`src/rtl/ama_riscv_uart_tx_if.sv`:
```
`default_nettype none
// ============================================================================
// Module      : ama_riscv_uart_tx_if
// Description : MMIO write handshake between the core store path and the
//               UART transmitter (write strobe, byte, ready status).
// Revision    : 1.0 - initial release
// ============================================================================
interface ama_riscv_uart_tx_if;
  logic       store_to_uart;
  logic [7:0] mmio_uart_data_in;
  logic       data_in_ready;

  // Core side: issues writes and polls ready
  modport master (
    output store_to_uart,
    output mmio_uart_data_in,
    input  data_in_ready
  );

  // Transmitter side: accepts writes and reports ready
  modport slave (
    input  store_to_uart,
    input  mmio_uart_data_in,
    output data_in_ready
  );
endinterface
`default_nettype wire

```
`src/rtl/ama_riscv_uart_tx.sv`:
```
`default_nettype none
// ============================================================================
// Module      : ama_riscv_uart_tx
// Description : 8N1 UART transmitter with MMIO write port. Optional TX FIFO
//               compiled in when AMA_RISCV_UART_TX_FIFO_EN is defined;
//               otherwise the shift register is the only byte storage.
// Revision    : 1.0 - initial release
// ============================================================================
module ama_riscv_uart_tx #(
  parameter int CLKS_PER_BIT = 1085,
  parameter int FIFO_DEPTH   = 4
) (
  input  wire                 clk,
  input  wire                 rst,
  ama_riscv_uart_tx_if.slave  mmio,
  output logic                serial_out,
  output logic                tx_busy,
  output logic                tx_overflow
);

  localparam int                 c_cnt_w   = (CLKS_PER_BIT > 1) ? $clog2(CLKS_PER_BIT) : 1;
  localparam logic [c_cnt_w-1:0] c_cnt_max = c_cnt_w'(CLKS_PER_BIT - 1);
  localparam logic [c_cnt_w-1:0] c_cnt_one = c_cnt_w'(1);
  localparam logic [2:0]         c_idx_last = 3'd7;

  localparam logic [1:0] c_st_idle  = 2'd0;
  localparam logic [1:0] c_st_start = 2'd1;
  localparam logic [1:0] c_st_data  = 2'd2;
  localparam logic [1:0] c_st_stop  = 2'd3;

  // Reject illegal configurations at elaboration time
  if ((CLKS_PER_BIT < 2) || (CLKS_PER_BIT > 65535) || (FIFO_DEPTH < 2) ||
      (FIFO_DEPTH > 16) || ((FIFO_DEPTH & (FIFO_DEPTH - 1)) != 0)) begin : g_bad_param
    $error("ama_riscv_uart_tx: illegal CLKS_PER_BIT or FIFO_DEPTH");
  end

  logic [1:0]         r_state;
  logic [1:0]         w_state_nxt;
  logic [c_cnt_w-1:0] r_cnt;
  logic [2:0]         r_bit_idx;
  logic [7:0]         r_shift;
  logic               r_rst_done;   // low until the first edge after reset release
  logic               w_bit_end;
  logic               w_accept;
  logic               w_load;       // shifter (re)loaded with a new byte this edge
  logic [7:0]         w_load_data;
  logic               w_fifo_empty;
  logic               w_serial_nxt;

  assign w_bit_end = (r_cnt == c_cnt_max);
  assign w_accept  = mmio.store_to_uart & mmio.data_in_ready;

`ifdef AMA_RISCV_UART_TX_FIFO_EN
  localparam int              c_aw      = $clog2(FIFO_DEPTH);
  localparam logic [c_aw:0]   c_full    = (c_aw + 1)'(FIFO_DEPTH);
  localparam logic [c_aw:0]   c_cnt1    = (c_aw + 1)'(1);
  localparam logic [c_aw-1:0] c_ptr_one = c_aw'(1);

  logic [7:0]      r_mem [FIFO_DEPTH];
  logic [c_aw-1:0] r_wr_ptr;
  logic [c_aw-1:0] r_rd_ptr;
  logic [c_aw:0]   r_count;
  logic            w_fifo_full;
  logic            w_slot_free;   // shifter free now or at the end of this stop bit
  logic            w_pop;
  logic            w_bypass;
  logic            w_push;

  assign w_fifo_full  = (r_count == c_full);
  assign w_fifo_empty = (r_count == '0);
  assign w_slot_free  = (r_state == c_st_idle) || ((r_state == c_st_stop) && w_bit_end);
  // A write that finds the FIFO empty and the shifter free skips the queue,
  // keeping the same one-cycle start latency as the unbuffered build.
  assign w_pop        = w_slot_free & ~w_fifo_empty;
  assign w_bypass     = w_accept & w_fifo_empty & w_slot_free;
  assign w_push       = w_accept & ~w_bypass;
  assign w_load       = w_pop | w_bypass;
  assign w_load_data  = w_pop ? r_mem[r_rd_ptr] : mmio.mmio_uart_data_in;

  assign mmio.data_in_ready = r_rst_done & ~w_fifo_full;

  // FIFO pointers and occupancy
  always_ff @(posedge clk or negedge rst) begin
    if (!rst) begin
      r_wr_ptr <= '0;
      r_rd_ptr <= '0;
      r_count  <= '0;
    end else begin
      if (w_push) r_wr_ptr <= r_wr_ptr + c_ptr_one;
      if (w_pop)  r_rd_ptr <= r_rd_ptr + c_ptr_one;
      if (w_push && !w_pop)      r_count <= r_count + c_cnt1;
      else if (!w_push && w_pop) r_count <= r_count - c_cnt1;
    end
  end

  // FIFO storage, contents are don't-care while empty
  always_ff @(posedge clk) begin
    if (w_push) r_mem[r_wr_ptr] <= mmio.mmio_uart_data_in;
  end
`else
  assign w_fifo_empty       = 1'b1;
  assign w_load             = w_accept;
  assign w_load_data        = mmio.mmio_uart_data_in;
  assign mmio.data_in_ready = r_rst_done & (r_state == c_st_idle);
`endif

  // FSM state register
  always_ff @(posedge clk or negedge rst) begin
    if (!rst) r_state <= c_st_idle;
    else      r_state <= w_state_nxt;
  end

  // FSM next-state: advance on bit boundaries, chain frames when a byte waits
  always_comb begin
    w_state_nxt = r_state;
    case (r_state)
      c_st_idle:  if (w_load) w_state_nxt = c_st_start;
      c_st_start: if (w_bit_end) w_state_nxt = c_st_data;
      c_st_data:  if (w_bit_end && (r_bit_idx == c_idx_last)) w_state_nxt = c_st_stop;
      c_st_stop:  if (w_bit_end) w_state_nxt = w_load ? c_st_start : c_st_idle;
      default:    w_state_nxt = c_st_idle;
    endcase
  end

  // FSM output: line level for the next cycle
  always_comb begin
    w_serial_nxt = 1'b1;
    case (r_state)
      c_st_start: w_serial_nxt = 1'b0;
      c_st_data:  w_serial_nxt = r_shift[0];
      default:    w_serial_nxt = 1'b1;
    endcase
  end

  // Baud counter, bit index, shifter, registered line and status flags
  always_ff @(posedge clk or negedge rst) begin
    if (!rst) begin
      r_cnt       <= '0;
      r_bit_idx   <= '0;
      r_shift     <= '0;
      r_rst_done  <= 1'b0;
      serial_out  <= 1'b1;
      tx_overflow <= 1'b0;
    end else begin
      r_rst_done <= 1'b1;
      serial_out <= w_serial_nxt;
      if (mmio.store_to_uart && !mmio.data_in_ready) tx_overflow <= 1'b1;
      if (r_state == c_st_idle) begin
        r_cnt     <= '0;
        r_bit_idx <= '0;
      end else if (w_bit_end) begin
        r_cnt <= '0;
        if (r_state == c_st_data) r_bit_idx <= r_bit_idx + 3'd1;
      end else begin
        r_cnt <= r_cnt + c_cnt_one;
      end
      if (w_load) r_shift <= w_load_data;
      else if ((r_state == c_st_data) && w_bit_end) r_shift <= {1'b0, r_shift[7:1]};
    end
  end

  assign tx_busy = (r_state != c_st_idle) || !w_fifo_empty;

endmodule
`default_nettype wire

```
`src/flat_wrapper.sv`:
```
// flat-port wrapper written by rule: the top's interface ports become plain ports
module ama_riscv_uart_tx_flat 
#(
  parameter int CLKS_PER_BIT = 1085,
  parameter int FIFO_DEPTH   = 4
)
  (clk, rst, serial_out, tx_busy, tx_overflow, mmio_store_to_uart, mmio_mmio_uart_data_in, mmio_data_in_ready);
  ama_riscv_uart_tx_if mmio_i ();
  input  wire clk;
  input  wire rst;
  output logic serial_out;
  output logic tx_busy;
  output logic tx_overflow;
  input wire logic [$bits(mmio_i.store_to_uart)-1:0] mmio_store_to_uart;
  input wire logic [$bits(mmio_i.mmio_uart_data_in)-1:0] mmio_mmio_uart_data_in;
  output wire logic [$bits(mmio_i.data_in_ready)-1:0] mmio_data_in_ready;
  assign mmio_i.store_to_uart = mmio_store_to_uart;
  assign mmio_i.mmio_uart_data_in = mmio_mmio_uart_data_in;
  assign mmio_data_in_ready = mmio_i.data_in_ready;
  ama_riscv_uart_tx #(.CLKS_PER_BIT(CLKS_PER_BIT), .FIFO_DEPTH(FIFO_DEPTH)) u_core (.clk(clk), .rst(rst), .mmio(mmio_i), .serial_out(serial_out), .tx_busy(tx_busy), .tx_overflow(tx_overflow));
endmodule
```
`config.mk`:
```
export PLATFORM = sky130hd
export DESIGN_NAME = ama_riscv_uart_tx_flat
export DESIGN_NICKNAME = d
export VERILOG_FILES = /design/src/rtl/ama_riscv_uart_tx_if.sv /design/src/rtl/ama_riscv_uart_tx.sv /design/src/flat_wrapper.sv
export SDC_FILE = /design/constraint.sdc
export NUM_CORES = 1
export LEC_CHECK = 0
export ABC_CLOCK_PERIOD_IN_PS = 2400
export CAP_MARGIN = 20
export CORE_MARGIN = 3
export CORE_UTILIZATION = 48
export DETAILED_ROUTE_END_ITERATION = 12
export MAX_ROUTING_LAYER = met4
export PLACE_DENSITY = 0.78
export SETUP_SLACK_MARGIN = 0.4
export SYNTH_ARGS = -nofsm -noshare
export SYNTH_HDL_FRONTEND = slang
export SYNTH_SLANG_ARGS = --single-unit
export TNS_END_PERCENT = 1
```
`constraint.sdc`:
```
create_clock -name clk -period 2.4 [get_ports clk]
set_input_delay 0.24 -clock clk [delete_from_list [all_inputs] [get_ports clk]]
set_output_delay 0.24 -clock clk [all_outputs]
set_load 0.05 [all_outputs]
```
# Word level (Yosys, flattened, before mapping)
# Cells that the tools add are included.
# word_totals
wordCells	45
out_inout_bits	4
input_bits	11
reg_bits	27
# op_classes
muxes	14
n_reduce_logical	11
n_bitwise	2
add_sub_neg	2
eq_ne	9
# op_table
operator	n
two-way mux 11 bit	2
two-way mux 8 bit	2
adder 11 x 1 -> 11 bit, second input constant	1
== test 11 bit, second input constant	1
two-way mux 3 bit	3
two-way mux 2 bit	4
!= test 2 x 1 -> 1 bit, second input constant	4
one-hot mux 2 bit (4 select lines)	1
nonzero test 2 bit	4
== test 2 bit, second input constant	2
AND reduction 4 bit	1
adder 3 x 1 -> 3 bit, second input constant	1
== test 3 bit, second input constant	1
logical AND 1 bit	3
bitwise AND 1 bit	2
== test 2 x 1 -> 1 bit, second input constant	1
zero test 2 bit	1
one-hot mux 1 bit (2 select lines)	1
AND reduction 2 bit	1
zero test 1 bit	1
two-way mux 1 bit	1

# Depth between registers and ports, before layout
# Gate-level depths: netlist of run 1.
# logic_depth
ltp_word	6
ltp_mapped	7
depth_no_buf	7

# Least setup slack after synthesis of run 1
# Ideal clock, no wire load.
# synth_timing
path_type	register -> register
startpoint	reg u_core.r_state[0]
endpoint	reg u_core.r_shift[1]
n_path_buf	0
t_required_ns	2.275
synth_period_minus_slack_ns	2.142
arrival_time_ns	2.018
slack_ns	0.258
setup_time_ns	0.125
path_stages_with_launch	8
cell_sequence	dfrtp_1 > inv_1 > ha_1 > nand2_1 > inv_1 > nand2_1 > mux2_2 > mux2_2
# synth_via
elab_chain_cells	4
word_cells_on_any_way	7
classes_between	1 x eq/ne; 1 x mux; 2 x bitwise; 3 x reduce/logical
# synth_rtl
element	line_no	source
from (decl)	ama_riscv_uart_tx.sv:37	logic [1:0] r_state;
from (signal assigned)	ama_riscv_uart_tx.sv:109	if (!rst) r_state <= c_st_idle;
from (signal assigned)	ama_riscv_uart_tx.sv:110	else r_state <= w_state_nxt;
zero test 2 bit (*)	ama_riscv_uart_tx.sv:104	assign mmio.data_in_ready = r_rst_done & (r_state == c_st_idle);
bitwise AND 1 bit (*)	ama_riscv_uart_tx.sv:104	
via mmio_data_in_ready	flat_wrapper.sv:16	output wire logic [$bits(mmio_i.data_in_ready)-1:0] mmio_data_in_ready;
bitwise AND 1 bit (*)	ama_riscv_uart_tx.sv:51	assign w_accept = mmio.store_to_uart & mmio.data_in_ready;
two-way mux 8 bit or nonzero test 2 bit (tied branches)	--	
to (signal assigned)	ama_riscv_uart_tx.sv:157	if (w_load) r_shift <= w_load_data;
to (signal assigned)	ama_riscv_uart_tx.sv:158	else if ((r_state == c_st_data) && w_bit_end) r_shift <= {1'b0, r_shift[7:1]};
to (decl)	ama_riscv_uart_tx.sv:41	logic [7:0] r_shift;
# Mark *: on every way through the listed nets, which the timed path passes. The rest lies on a longest branch.
# A chain may end at the register's enable or synchronous reset.

# Final worst setup path of run 1
# layout_timing
startpoint	reg u_core.r_state[0]
endpoint	reg u_core.r_state[1]
# layout_via
elab_chain_cells	5
word_cells_on_any_way	12
classes_between	7 x eq/ne; 1 x mux; 2 x bitwise; 2 x reduce/logical
# layout_rtl
element	line_no
zero test 2 bit	ama_riscv_uart_tx.sv:104, ama_riscv_uart_tx.sv:116
bitwise AND 1 bit	ama_riscv_uart_tx.sv:104
bitwise AND 1 bit	ama_riscv_uart_tx.sv:51
!= test 2 x 1 -> 1 bit (no line)	--
AND reduction 4 bit (no line)	--
# Parallel ways exist; a longest one is shown, timed or not.

==> impl_metrics.csv, run 1 <==
group,metric,value,unit
pwr,power_density,429,mW/mm2
setup_path,slowest_delay,0.40,ns
setup_path,cp_slowest_cell,"dfrtp_1",
logic_synthesis,yosys_warnings,0,
pwr,p_leak,0.763,nW
clocking,cts_tree,"yes",
floorplanning,rows,18,
setup_path,crit_fanout,5,
setup_path,cp-start-kind,"flip-flop",
drt,wirelength,2.21,mm
placed_design,gp_congestion,0.788,
flow_run,maxCapViolCount,0,
setup_path,cp-end-kind,"flip-flop",
logic_synthesis,synth.distinct_cells,26,
setup_path,required,2.63,ns
drt,drt_first_pass_iters,4,
logic_synthesis,synth_cells,117,
final_layout,fin_cells,168,
logic_synthesis,synth-seq-cells,27,
timing,period_share,0.803,
drt,initialDrtViolationCount,14,
logic_synthesis,synth_top_family_by_area,"multiplexers",
global_routing,antenna_found_initial,0,
clocking,worstSkewPairLatency,0.32,ns
final_layout,area_growth,18.0,%
timing,period_needed,1.93,ns
global_routing,grt-ovfl-total,0,
logic_synthesis,synthMuxAreaShare,0.155,
logic_synthesis,ys_seq_area_frac,0.508,
clocking,path_clk_slew,0.15,ns
timing,max_slew_margin,0.663,
timing,tns,0,ns
timing,fin_worst_skew,0.0136,ns
timing,max_freq,519,MHz
timing,tightest_slew,0.503,ns
setup_path,crit_type,"flip-flop to flip-flop",
logic_synthesis,syn-cell-area,0.00133,mm2
drt,drc,0,
drt,wl_per_cell,13.2,um
timing,setup-violations-final,0,
logic_synthesis,avgSynthCellArea,11.4,um2
setup_path,path_cells,"inv_1 -> ha_2 -> or3_1 -> a222oi_1 -> buf_4 -> mux2_1",
setup_path,crit_arrival,2.16,ns
floorplanning,core,0.00257,mm2
floorplanning,dieArea,0.00345,mm2
final_layout,fillers,216,
timing,hold_viol,0,
worst_hold_path,worstHoldPathType,"primary input to async pin",
outcome,status,"finished clean",
logic_synthesis,synth_compound_area_frac,0.0169,
drt,ant_nets,0,
clocking,htree_num_levels,1,
timing,rsz0062_at_grt,"true",
final_layout,nNetsFinal,158,
floorplanning,fp.dieH,58.7,um
pwr,ir_drop,0.390,mV
clocking,clock-root-buffer,"clkbuf_4",
placed_design,portBuffers,14,
final_layout,drive_gt1_frac,0.210,
clocking,numCtsBuffers,3,
global_routing,grt_pass1_vias,947,
logic_synthesis,synth_nets,136,
placed_design,post-dp-hpwl,1.75,mm
logic_synthesis,yosys.area_share.simple,0.149,
logic_synthesis,yosys.area_share.xor_xnor,0.0657,
final_layout,seqCellArea,677,um2
drt,route.vias.total,871,
clocking,clockBufferDepth,2,
global_routing,grt_pass1_wl,4.03,mm
logic_synthesis,synth_fa_ha_area_frac,0.0750,
timing,slew_violations,0,
final_layout,antenna-diode-count,0,
final_layout,final_common_cell,"dfrtp_1",
clocking,clock_sinks,27,
global_routing,grt_usage,0.154,
global_routing,grt_max_degree,28,
drt,avgViaCountPerCell,5.18,
final_layout,layout_common_cells,"26 x dfrtp_1, 15 x nor2_1, 12 x mux2_2, 12 x clkdlybuf4s50_1, 9 x inv_1",
final_layout,multi_input_comb_area,634,um2
floorplanning,die_w,58.7,um
floorplanning,io_pins,15,
placed_design,dp.cells,163,
floorplanning,start_util,0.519,
-- sequential cells by signal, summed over array words and instances (netlist names) --
name and count:
u_core.r_cnt 11, u_core.r_shift 8, u_core.r_state 2, u_core.tx_overflow 1
u_core.r_bit_idx 3, u_core.serial_out 1, u_core.r_rst_done 1
-- report_power, final --
| group | leakage, nW | total (mW) | internal [mW] | switching (mW) |
|---|---|---|---|---|
| Clock | 0.0177 | 0.191 | 0.0623 | 0.129 |
| Sequential | 0.346 | 0.457 | 0.456 | 0.000718 |
| Combinational | 0.399 | 0.0273 | 0.0156 | 0.0117 |
| Total | 0.763 | 0.675 | 0.534 | 0.142 |
-- worst paths after layout --
path / to / from / slack [ns] / cells past startpoint
setup / recovery: u_core.r_state[1] / u_core.r_state[0] / 0.47 / 6
hold / removal: u_core.r_cnt[10] / rst / 0.27 / 2
setup reg to reg: u_core.r_state[1] / u_core.r_state[0] / 0.47 / 6
hold reg to reg: u_core.tx_overflow / u_core.tx_overflow / 0.49 / 1
max in group asynchronous: u_core.serial_out / rst / 1.82 / 2
min in group clk: u_core.tx_overflow / u_core.tx_overflow / 0.49 / 1
-- critical path, delay by kind of cell, from the launching register on --
kind	cells	cell delay, ns
flops	1	0.40
simple gates	1	0.37
mux	1	0.31
compound gates	1	0.28
fa+ha+maj	1	0.22
buf+inv	2	0.27
-- metal layers --
metal / track usage / wire length [um] / vias to the layer above
li1: - / - / 434
met1: 0.193 / 975 / 417
met2: 0.258 / 1140 / 16
met3: 0.0263 / 68 / 4
met4: 0.0388 / 29 / 0
met5: - / 0 / -
-- synthesized netlist by cell type --
cell type   n  area share
dfrtp_1    26        0.49
nor2_1     15       0.042
mux2_2     12        0.10
inv_1      10       0.028
ha_1        8       0.075
nand2_1     7       0.020
mux2i_1     6       0.045
xor2_1      6       0.039
nand3_1     4       0.015
xnor2_1     4       0.026
nand4_1     3       0.014
nor3_1      2      0.0075
a21o_1      1      0.0056
a222oi_1    1      0.0075
and2_1      1      0.0047
and3_1      1      0.0047
and4_1      1      0.0066
and4bb_1    1      0.0094
and4bb_2    1      0.0094
conb_1      1      0.0028
dfstp_2     1       0.020
mux2_1      1      0.0084
nand2_2     1      0.0047
o21ai_0     1      0.0037
or3_1       1      0.0047
or3b_2      1      0.0066
-- logic make-up after synthesis --
| kind of cell | after synthesis |
|---|---|
| buf+inv | 10 |
| compound gates | 3 |
| xor+xnor | 10 |
| simple gates | 39 |
| flops | 27 |
| fa+ha+maj | 8 |
| other cells | 1 |
| mux | 19 |
-- repair_timing --
action	in CTS	in global routing
setup endpoints to repair	3	3
pin swaps	1	0
hold buffers	0	0
resized for setup	4	4
setup buffers	1	0
-- layout make-up --
class	instances	share of cell area
Clock inverter	1	0.00318
Timing Repair Buffer	17	0.0994
Inverter	10	0.0262
Clock buffer	3	0.0143
Multi-Input combinational cell	80	0.403
Tap cell	30	0.0238
Sequential cell	27	0.430
-- metrics by stage --
step                      hold slack (ns)   util  power, mW  worst slack [ns]  cell area (um2)
final                               0.265  0.613      0.675             0.472             1570
after global routing                0.299  0.613      0.702             0.379             1570
after CTS                           0.271  0.614      0.687             0.386             1580
after detailed placement            0.463  0.600      0.494             0.337             1540
after global placement              0.453  0.600      0.493             0.401             1540
after floorplan                   -0.0556      -      0.466             0.434             1350
(Power assumes the default switching activity.)
==> inputs of run 2 (changes only) <==
- ABC_CLOCK_PERIOD_IN_PS: 2400 -> 1700
- PLACE_DENSITY: 0.78 -> 0.81
- clock period: 2.4 -> 1.7 ns (I/O delays scaled with it)
==> impl_metrics.csv, run 2 (synthesis gave the netlist of run 1 again) <==
group,metric,value,unit
setup_path,rr_endpoint,"u_core.r_state[1]",
setup_path,crit_fanout,4,
floorplanning,core,0.00257,mm2
drt,drt_first_pass_iters,5,
setup_path,endpoint,"u_core.r_state[1]",
drt,wirelength,3.18,mm
pwr,power_density,495,mW/mm2
placed_design,post-dp-hpwl,2.00,mm
final_layout,area_growth,46.0,%
floorplanning,fp.dieH,58.7,um
clocking,htree_num_levels,1,
setup_path,cp-start-kind,"flip-flop",
final_layout,final_common_cell,"dfrtp_1",
setup_path,r2r_start,"u_core.r_state[1]",
drt,initialDrtViolationCount,24,
setup_path,rrSetupSlack,-0.20,ns
timing,hold_viol,0,
clocking,path_clk_slew,0.15,ns
placed_design,gp_congestion,0.879,
flow_run,maxCapViolCount,0,
clocking,clock-root-buffer,"clkbuf_4",
global_routing,grt_pass1_wl,4.84,mm
timing,setup_ws,-0.205,ns
worst_hold_path,worstHoldPathType,"primary input to async pin",
floorplanning,io_pins,15,
global_routing,antenna_found_initial,0,
drt,route.vias.total,1025,
floorplanning,die_w,58.7,um
setup_path,crit_type,"flip-flop to flip-flop",
final_layout,fin_cells,191,
final_layout,layout_common_cells,"24 x dfrtp_1, 20 x buf_4, 11 x nor2_1",
global_routing,grt_max_degree,28,
placed_design,dp.cells,182,
placed_design,place_area,0.00172,mm2
global_routing,grt_pass1_vias,1119,
pwr,ir_drop,0.483,mV
final_layout,largest_reg_flops,11,
setup_path,r2r_cells,5,
timing,period_needed,1.90,ns
timing,setup-violations-final,10,
timing,rsz0062_at_grt,"true",
floorplanning,start_util,0.519,
timing,slew_violations,0,
floorplanning,dieArea,0.00345,mm2
pwr,p_leak,0.923,nW
drt,avgViaCountPerCell,5.37,
floorplanning,rows,18,
global_routing,grt_usage,0.190,
global_routing,grt-ovfl-total,0,
final_layout,top_register,"u_core.r_cnt",
final_layout,design_area,0.00195,mm2
clocking,cts_tree,"yes",
setup_path,required,1.93,ns
timing,fin_worst_skew,0.0103,ns
timing,period_share,1.12,
setup_path,crit_arrival,2.13,ns
drt,wl_per_cell,16.6,um
final_layout,largestRegisters,"u_core.r_cnt x11, u_core.r_shift x8, u_core.r_bit_idx x3",
outcome,failed_checks,"negative setup slack",
clocking,clock_sinks,27,
final_layout,finalCoreUtilization,0.758,
final_layout,nNetsFinal,181,
placed_design,portBuffers,14,
drt,ant_nets,0,
setup_path,cp-startpoint,"u_core.r_state[1]",
clocking,postCtsHoldBufs,0,
final_layout,drive_gt1_frac,0.472,
clocking,numCtsBuffers,3,
setup_path,cp-end-kind,"flip-flop",
timing,max_freq,525,MHz
drt,drc,0,
clocking,worstSkewPairLatency,0.32,ns
outcome,status,"finished, violations left",
final_layout,antenna-diode-count,0,
clocking,clockBufferDepth,2,
[run 2: cell count changes in the layout (fill, tap and decap cells not counted), sizes merged]
cell           before  now
buf                 4   30
clkdlybuf4s50      12   10
dlygate4sd2         1    0
[run 2: cell type report]
cell class              instances  area [um2]
inverters                      10        48.8
clock buffers                   3        22.5
fillers                       162         621
well taps                      30        37.5
multi-input cells              80         779
clock inverters                 1        5.00
flip-flops and latches         27         679
repair buffers                 40         374
[run 2: worst min-delay path by stage]
| stage | startpoint | endpoint |
|---|---|---|
| 2_1_floorplan | rst | u_core.r_bit_idx[0] |
| 3_3_place_gp | u_core.tx_overflow | u_core.tx_overflow |
| 3_5_place_dp | u_core.tx_overflow | u_core.tx_overflow |
| 4_1_cts | rst | u_core.r_cnt[8] |
| 5_1_grt | rst | u_core.r_cnt[8] |
| 6_report | rst | u_core.tx_overflow |
[run 2: critical path: stages, from the launching register on]
cell	delay [ns]
dfrtp_2	0.50
ha_4	0.18
or3_1	0.37
a222oi_1	0.28
buf_4	0.18
mux2_4	0.30
[run 2: layer usage]
metal,global-route usage,vias to the layer above,wire length [um]
met5,-,-,0
met2,0.316,21,1620
met4,0.0583,0,70
met3,0.0504,10,100
met1,0.227,511,1390
li1,-,483,-
[run 2: where the power goes]
group | switching, mW | internal [mW]
clock | 0.189 | 0.0881
sequential | 0.00116 | 0.644
combinational | 0.0188 | 0.0222
[run 2: metrics by stage]
step	hold WS [ns]	TNS, ns	total power, mW	setup WS [ns]
2_1_floorplan	-0.126	-1.04	0.658	-0.158
3_3_place_gp	0.444	-0.206	0.696	-0.0761
3_5_place_dp	0.454	-0.842	0.697	-0.232
4_1_cts	0.197	-0.819	0.979	-0.185
5_1_grt	0.210	-1.95	1.01	-0.274
6_report	0.198	-1.31	0.963	-0.205
[run 2: what timing repair did]
item	CTS	global route
gates resized for setup	28	20
setup buffers	2	3
pin swaps	26	14
endpoints found under the setup margin	27	27
